### config.mk
export PLATFORM = sky130hd
export DESIGN_NAME = if_fetch_stage_flat
export DESIGN_NICKNAME = d
export VERILOG_FILES = /design/src/rtl/if_fetch_stage_if.sv /design/src/rtl/if_fetch_stage.sv /design/src/flat_wrapper.sv
export SDC_FILE = /design/constraint.sdc
export NUM_CORES = 1
export LEC_CHECK = 0
export ABC_AREA = 1
export BUFFER_PORTS_ARGS = -buffer_cell sky130_fd_sc_hd__buf_2
export CORE_ASPECT_RATIO = 1.5
export CORE_MARGIN = 1
export CORE_UTILIZATION = 40
export DETAILED_ROUTE_END_ITERATION = 6
export SETUP_SLACK_MARGIN = 0.5
export SYNTH_ARGS = -nofsm -noshare
export SYNTH_HDL_FRONTEND = slang
export SYNTH_SLANG_ARGS = --single-unit
export TNS_END_PERCENT = 20
### constraint.sdc
create_clock -name clk -period 8.79 [get_ports clk]
set_input_delay 0.4395 -clock clk [delete_from_list [all_inputs] [get_ports clk]]
set_output_delay 0.4395 -clock clk [all_outputs]
set_load 0.1 [all_outputs]
### src/rtl/if_fetch_stage_if.sv
// Instruction-memory fetch bus between the IF stage (master) and imem (slave).
// Signals: imem_req/imem_addr out of IF, imem_gnt/imem_rvalid/imem_rdata back.
interface if_fetch_stage_if;
    logic        imem_req;
    logic [31:0] imem_addr;
    logic        imem_gnt;
    logic        imem_rvalid;
    logic [31:0] imem_rdata;

    modport master (
        output imem_req,
        output imem_addr,
        input  imem_gnt,
        input  imem_rvalid,
        input  imem_rdata
    );

    modport slave (
        input  imem_req,
        input  imem_addr,
        output imem_gnt,
        output imem_rvalid,
        output imem_rdata
    );
endinterface

### src/rtl/if_fetch_stage.sv
// IF stage: owns the PC, fetches over imem (req/gnt/rvalid), prefetch FIFO, IF/ID reg.
// Ports: clk, rst (sync, high), imem (master), stall, redirect, redirect_pc, if_id_*.
module if_fetch_stage #(
    parameter logic [31:0] RESET_PC = 32'h0000_0000,
    parameter int unsigned DEPTH    = 2,
    parameter logic [31:0] NOP_INST = 32'h0000_0013
) (
    input  logic                    clk,
    input  logic                    rst,
    if_fetch_stage_if.master        imem,
    input  logic                    stall,
    input  logic                    redirect,
    input  logic [31:0]             redirect_pc,
    output logic                    if_id_valid,
    output logic [31:0]             if_id_pc,
    output logic [31:0]             if_id_inst
);
    localparam int AW = $clog2(DEPTH);
    localparam int CW = AW + 1;
    localparam logic [CW:0] LIMIT = (CW + 1)'(DEPTH);

    logic [31:0]   r_pc;

    // PCs of in-flight requests, consumed in order as responses return
    logic [31:0]   r_pcq [0:DEPTH-1];
    logic [AW-1:0] r_pcq_wr;
    logic [AW-1:0] r_pcq_rd;
    logic [CW-1:0] r_out;
    logic [CW-1:0] r_disc;

    // prefetch FIFO of {pc, inst}
    logic [63:0]   r_fifo [0:DEPTH-1];
    logic [AW-1:0] r_wr;
    logic [AW-1:0] r_rd;
    logic [CW-1:0] r_cnt;

    logic [CW:0]   w_sum;
    logic          w_req;
    logic          w_issue;
    logic          w_rsp;
    logic          w_push;
    logic          w_pop;
    logic          w_unused;

    assign w_sum    = {1'b0, r_out} + {1'b0, r_cnt};
    assign w_req    = !rst && !redirect && (w_sum < LIMIT);
    assign w_issue  = w_req && imem.imem_gnt;
    assign w_rsp    = imem.imem_rvalid && (r_out != '0);
    // stale words (from before a redirect) are never buffered
    assign w_push   = w_rsp && !redirect && (r_disc == '0);
    assign w_pop    = !redirect && !stall && (r_cnt != '0);
    assign w_unused = ^redirect_pc[1:0];

    assign imem.imem_req  = w_req;
    assign imem.imem_addr = r_pc;

    always_ff @(posedge clk) begin
        if (rst) begin
            r_pc <= RESET_PC;
        end else if (redirect) begin
            r_pc <= {redirect_pc[31:2], 2'b00};
        end else if (w_issue) begin
            r_pc <= r_pc + 32'd4;
        end
    end

    always_ff @(posedge clk) begin
        if (w_issue) begin
            r_pcq[r_pcq_wr] <= r_pc;
        end
    end

    always_ff @(posedge clk) begin
        if (rst) begin
            r_pcq_wr <= '0;
            r_pcq_rd <= '0;
            r_out    <= '0;
        end else begin
            if (w_issue) begin
                r_pcq_wr <= r_pcq_wr + AW'(1);
            end
            if (w_rsp) begin
                r_pcq_rd <= r_pcq_rd + AW'(1);
            end
            r_out <= r_out + CW'(w_issue) - CW'(w_rsp);
        end
    end

    // everything still in flight at a redirect, minus this cycle's word, is stale
    always_ff @(posedge clk) begin
        if (rst) begin
            r_disc <= '0;
        end else if (redirect) begin
            r_disc <= r_out - CW'(w_rsp);
        end else if (w_rsp && (r_disc != '0)) begin
            r_disc <= r_disc - CW'(1);
        end
    end

    always_ff @(posedge clk) begin
        if (w_push) begin
            r_fifo[r_wr] <= {r_pcq[r_pcq_rd], imem.imem_rdata};
        end
    end

    always_ff @(posedge clk) begin
        if (rst || redirect) begin
            r_wr  <= '0;
            r_rd  <= '0;
            r_cnt <= '0;
        end else begin
            if (w_push) begin
                r_wr <= r_wr + AW'(1);
            end
            if (w_pop) begin
                r_rd <= r_rd + AW'(1);
            end
            r_cnt <= r_cnt + CW'(w_push) - CW'(w_pop);
        end
    end

    always_ff @(posedge clk) begin
        if (rst) begin
            if_id_valid <= 1'b0;
            if_id_pc    <= 32'h0;
            if_id_inst  <= NOP_INST;
        end else if (redirect) begin
            if_id_valid <= 1'b0;
            if_id_inst  <= NOP_INST;
        end else if (stall) begin
            if_id_valid <= if_id_valid;
        end else if (r_cnt != '0) begin
            if_id_valid <= 1'b1;
            if_id_pc    <= r_fifo[r_rd][63:32];
            if_id_inst  <= r_fifo[r_rd][31:0];
        end else begin
            if_id_valid <= 1'b0;
            if_id_inst  <= NOP_INST;
        end
    end

    a_no_overflow: assert property (
        @(posedge clk) disable iff (rst) !(w_push && (r_cnt == CW'(DEPTH)))
    );

    a_no_orphan_rsp: assert property (
        @(posedge clk) disable iff (rst) !(imem.imem_rvalid && (r_out == '0))
    );
endmodule

### src/flat_wrapper.sv
// flat-port wrapper written by rule: the top's interface ports become plain ports
module if_fetch_stage_flat 
#(
    parameter logic [31:0] RESET_PC = 32'h0000_0000,
    parameter int unsigned DEPTH    = 2,
    parameter logic [31:0] NOP_INST = 32'h0000_0013
)
  (clk, rst, stall, redirect, redirect_pc, if_id_valid, if_id_pc, if_id_inst, imem_imem_req, imem_imem_addr, imem_imem_gnt, imem_imem_rvalid, imem_imem_rdata);
  if_fetch_stage_if imem_i ();
  input  logic clk;
  input  logic rst;
  input  logic stall;
  input  logic redirect;
  input  logic [31:0] redirect_pc;
  output logic if_id_valid;
  output logic [31:0] if_id_pc;
  output logic [31:0] if_id_inst;
  output wire logic [$bits(imem_i.imem_req)-1:0] imem_imem_req;
  output wire logic [$bits(imem_i.imem_addr)-1:0] imem_imem_addr;
  input wire logic [$bits(imem_i.imem_gnt)-1:0] imem_imem_gnt;
  input wire logic [$bits(imem_i.imem_rvalid)-1:0] imem_imem_rvalid;
  input wire logic [$bits(imem_i.imem_rdata)-1:0] imem_imem_rdata;
  assign imem_imem_req = imem_i.imem_req;
  assign imem_imem_addr = imem_i.imem_addr;
  assign imem_i.imem_gnt = imem_imem_gnt;
  assign imem_i.imem_rvalid = imem_imem_rvalid;
  assign imem_i.imem_rdata = imem_imem_rdata;
  if_fetch_stage #(.RESET_PC(RESET_PC), .DEPTH(DEPTH), .NOP_INST(NOP_INST)) u_core (.clk(clk), .rst(rst), .imem(imem_i), .stall(stall), .redirect(redirect), .redirect_pc(redirect_pc), .if_id_valid(if_id_valid), .if_id_pc(if_id_pc), .if_id_inst(if_id_inst));
endmodule
== Word-level counts from Yosys, hierarchy flattened ==
Memory sizes are Yosys's and may differ from the RTL's. A register that Yosys moved wholly into a read port is not among the register bits.
Cells that the tools add are included.
Storage, ports and cells
  bits in registers: 107
  RAM bits: 192
  input bits: 70
  output and inout port bits: 98
  word-level logic and storage cells: 64
  memories: 2
Cells by class
  add/subtract/negate cells: 12
  $lt $le $gt $ge: 1
  mux-type cells: 14
  bitwise logic cells: 2
  reduce and logical (&&, ||, !) cells: 21
Memories
  u_core.r_fifo: words 2, width 64, rd ports 1, clocked after memory_dff 1, write ports 1, RTL line if_fetch_stage.sv:32  | logic [63:0] r_fifo [0:DEPTH-1];
  u_core.r_pcq: words 2, width 32, rd ports 1, clocked after memory_dff 1, write ports 1, RTL line if_fetch_stage.sv:25  | logic [31:0] r_pcq [0:DEPTH-1];
Operator list (number)
  2-to-1 mux 32 bit: 3
  adder 32 x 3 -> 32 bit, second input constant: 1
  nonzero test 2 bit: 5
  logical AND 1 bit: 9
  2-to-1 mux 1 bit: 9
  subtractor 2 x 1 -> 2 bit: 3
  adder 1 bit, second input constant: 4
  adder 2 x 1 -> 2 bit: 2
  2-to-1 mux 2 bit: 2
  adder 2 x 2 -> 3 bit: 1
  zero test 1 bit: 3
  < comparator 3 x 2 -> 1 bit, second input constant: 1
  AND reduction 3 bit: 1
  zero test 2 bit: 1
  NOT 1 bit: 2
  OR reduction 2 bit: 1
  subtractor 2 x 1 -> 2 bit, second input constant: 1
  logical OR 1 bit: 1

== Depth between registers and ports, before layout ==
  depth in word-level cells: 6
  depth in mapped cells: 13
  depth with buffers taken out: 13

== Least setup slack after synthesis ==
No wires, ideal clock.
  path type: input to register
  start point: input redirect
  end point: memory u_core.r_fifo[1][0] (enable)
  library setup time: 0.484 ns
  arrival: 3.445 ns
  data required time: 8.306 ns
  path slack: 4.861 ns
  cell stages on the path: 4
  path buffers: 1
  cells stage by stage: buf_6 > inv_2 > nand3_1 > nor2_1
Between the ends
  longest elaborated chain between the ends: 5
Ends and longest elaborated chain
  start, declared: RTL line flat_wrapper.sv:13  | input logic redirect;
  zero test 1 bit: RTL line if_fetch_stage.sv:50  | assign w_push = w_rsp && !redirect && (r_disc == '0);
  logical AND 1 bit (2 in a row): RTL line if_fetch_stage.sv:50
  2-to-1 mux 1 bit: RTL line if_fetch_stage.sv:101  | if (w_push) begin
  2-to-1 mux 1 bit (not written as such): RTL line if_fetch_stage.sv:102  | r_fifo[r_wr] <= {r_pcq[r_pcq_rd], imem.imem_rdata};
  end, declared: RTL line if_fetch_stage.sv:32
Every way passes these cells.

== Worst setup path after layout ==
  start point: register u_core.r_cnt[0]
  end point: output imem_imem_req
Between the ends
  longest elaborated chain between the ends: 3
Ends and longest elaborated chain
  start, declared: RTL line if_fetch_stage.sv:35  | logic [CW-1:0] r_cnt;
  start signal, assigned: RTL line if_fetch_stage.sv:118  | r_cnt <= r_cnt + CW'(w_push) - CW'(w_pop);
  adder 2 x 2 -> 3 bit: RTL line if_fetch_stage.sv:45  | assign w_sum = {1'b0, r_out} + {1'b0, r_cnt};
  < comparator 3 x 2 -> 1 bit: RTL line if_fetch_stage.sv:46  | assign w_req = !rst && !redirect && (w_sum < LIMIT);
  logical AND 1 bit: RTL line if_fetch_stage.sv:46
  end, declared: RTL line flat_wrapper.sv:18  | output wire logic [$bits(imem_i.imem_req)-1:0] imem_imem_req;
Every way passes these cells.

==> out/summary.txt <==
setup_tns = 0 ns
leakage = 4.99 nW
Maximum Capacitance Violations = 0
GRT Residual Overflow = 0
most frequent cells in the layout = nand2_1, edfxtp_1, buf_2, dfxtp_1, a21oi_1
drt pass-1 iters = 4
unrepaired setup endpoints after global routing = false
detailed router's first-iteration violation count = 359
Slowest cell on crit path = buf_2
Register Area = 0.00763 mm²
Layout Cells excl Fill = 1505
cell depth of the worst hold path = 1
start point of the critical path = u_core.r_cnt[0]
delay of the slowest cell on the worst path = 0.50 ns
number of antenna diodes = 0
Via Count = 7454
CTS tree = done
core region area = 0.0282 mm²
gp weighted congestion = 0.927
largest fanout on the critical path = 3
Slew headroom = 21.0%
Synth Register Bits = 289
Die Width = 140 µm
all-layer global routing usage = 16.9%
average via count per standard cell = 4.95
share of post-route cells with drive strength above 1 = 26.3%
root cell of the clock tree = clkbuf_16
number of I/O pins = 168
Critical Path End = imem_imem_req
fin crit share = 31.6%
minimum clock period after layout = 2.77 ns
CTS buffer count = 27
critical path class = reg2out
CP endpoint kind = output port
leading cell type in the layout, fill and taps excluded = nand2_1
maximum clock frequency = 361 MHz
worst r2r src = u_core.r_cnt[1]
critical path arrival = 2.33 ns
cells along the critical path = nand2_1, inv_1, fa_1, nor3_1, buf_2
average footprint of a synthesized cell = 11.6 µm²
Syn Inst Count = 987
buffer levels on the longest clock path = 3
Std-Cell Rows = 75
number of distinct standard cells referenced by the synthesized netlist = 39
peak supply drop = 0.000136 V
Final Max Tran Viols = 0
number of global-route vias before repair = 7158
chip height = 210 µm
area taken by multi-input logic gates = 0.00339 mm²
postcts setup bufs = 0
Synth Warn # = 0
crit path launch type = flop
reg2reg setup slack = 6.19 ns
Remaining DRCs = 0
Detail Route Antenna Nets = 0
detailed placer's ending HPWL = 16100 µm
Wirelength per Cell = 16.3 µm
most frequently used flop master after synthesis = edfxtp_1
Worst Path Required = 8.35 ns
share of synthesized registers carrying an async set or reset = 0%
overall die area = 0.0294 mm²
starting density of the core = 40.8%
number of enable flip-flop cells after synthesis = 184
Resized cells post-CTS = 0
share of the synthesized area in the top cell type = 48.1%
fill cell count = 2572
total wire length after detailed routing = 24600 µm
Critical R2R Capture = u_core.r_cnt[1]
Fin. Hold Viols = 0
final setup violation count = 0
clock transition at the registers of the reported paths = 0.07 ns
result of the run = complete, no violations
transition time at the pin with the least slew margin = 1.18 ns
count of H-tree levels built during CTS = 1
top cells by area in the synthesized netlist = edfxtp_1, dfxtp_1, nand2_1
length in cells of the worst reg-to-reg path = 8
placed cell count = 1456
maximum number of pins on one net before global-route repair = 63
Worst-Skew Late Latency = 0.54 ns
count of clock tree sinks = 289
worst hold start = imem_imem_rdata[1]
first-pass GRT wire length = 38700 µm
hold bufs inserted after CTS = 0
class of the most critical hold timing path = in2reg
cell type with the highest aggregate area in the netlist = edfxtp_1
Area Growth Syn to Fin = 17.4%
number of nets at the end of the flow = 1215
netlist area before placement = 0.0115 mm²
number of antenna violations at the first check in global routing = 0
Port-buffer cells = 161
Layout Skew = 0.0136 ns
share of the yosys chip area belonging to registers = 66.3%
power per cell area = 233 mW/mm²
-- sequential cells by signal, summed over array words and instances, names as in the netlist, named ones only --
| name | count |
|---|---|
| u_core.r_rd | 1 |
| u_core.if_id_valid | 1 |
| u_core.if_id_pc | 30 |
| u_core.r_disc | 2 |
| u_core.r_out | 2 |
| u_core.r_pcq_wr | 1 |
| u_core.if_id_inst | 32 |
| u_core.r_cnt | 2 |
| u_core.imem.imem_addr | 30 |
| u_core.r_pcq | 60 |
| u_core.r_pcq_rd | 1 |
| u_core.r_fifo | 124 |
| u_core.r_wr | 1 |
-- worst min path at each step --
stage | end
after global placement | flop
after global routing | u_core.r_fifo[0][1]
after detailed placement | flop
after CTS | u_core.r_fifo[0][1]
after floorplan | flop
final | u_core.r_fifo[0][1]
-- worst max-delay path, delay by kind of cell, from the launching register on --
family        cells  cell delay, ns
fa+ha+maj         1            0.43
simple gates      2            0.43
buf+inv           2            0.56
flops             1            0.37
-- cells in the mapped netlist, types with 2 or more instances --
master,count
a21oi_1,91
a31oi_1,8
buf_1,4
buf_2,10
buf_4,13
buf_6,2
clkbuf_1,15
dfxtp_1,105
edfxtp_1,184
ha_1,5
inv_1,68
inv_2,5
mux2_2,62
mux2i_1,30
nand2_1,190
nand2_2,5
nand3_1,41
nand4_1,2
nor2_1,40
nor2_2,11
nor2_4,4
nor2_8,2
nor3_1,2
o211ai_1,2
o21ai_0,59
o21ai_1,6
o22ai_1,3
or2_2,3
xnor2_1,5
-- layer usage --
layer	part of all wire [%]	routed length, µm	vias to the layer above	track usage, %
met5	0	0	-	0
met1	40	9850	3490	19.8
met4	3.2	786	0	7.24
met2	52	12800	200	30.8
li1	-	-	3713	-
met3	4.8	1190	51	2.19
-- logic make-up (layout without fill, tap and decap cells) --
| kind of cell | Yosys count | after routing | synth area share [%] |
|---|---|---|---|
| adder cells (fa/ha/maj) | 6 | 6 | 0.718 |
| AND/OR/NAND/NOR | 304 | 304 | 11.6 |
| AO/OA/AOI/OAI | 171 | 171 | 7.66 |
| buffers and inverters | 119 | 288 | 4.56 |
| other | 1 | 4 | 0.0326 |
| XOR/XNOR | 5 | 5 | 0.381 |
| multiplexers | 92 | 92 | 8.68 |
| flip-flops | 289 | 289 | 66.3 |
-- stage by stage --
stage / setup slack (ns) / total power (W) / hold slack [ns] / util [%] / instance area (µm²)
after global placement: 5.65 / 0.00195 / 0.434 / 44.7 / 12600
after floorplan: 4.86 / 0.00187 / 0.426 / - / 11500
after global routing: 5.87 / 0.00327 / 0.0699 / 48.0 / 13500
after CTS: 5.90 / 0.00319 / 0.0676 / 48.0 / 13500
after detailed placement: 5.58 / 0.00196 / 0.443 / 44.7 / 12600
final: 6.02 / 0.00315 / 0.0924 / 48.0 / 13500
-- power by group --
part | leakage, nW | total, W | switching, W | internal [W]
Clock | 0.451 | 0.00122 | 0.000485 | 0.000739
Combinational | 2.01 | 0.000363 | 0.000256 | 0.000107
Sequential | 2.53 | 0.00156 | 0.0000369 | 0.00153
Total | 4.99 | 0.00315 | 0.000778 | 0.00237
-- cell type report --
type	count	area share, %
flip-flops and latches	289	56.5
multi-input cells	582	25.1
repair buffers	165	6.19
clock buffers	39	5.56
well taps	346	3.21
inverters	74	2.06
clock inverters	10	1.32
Power figures use the tool's default switching activity.
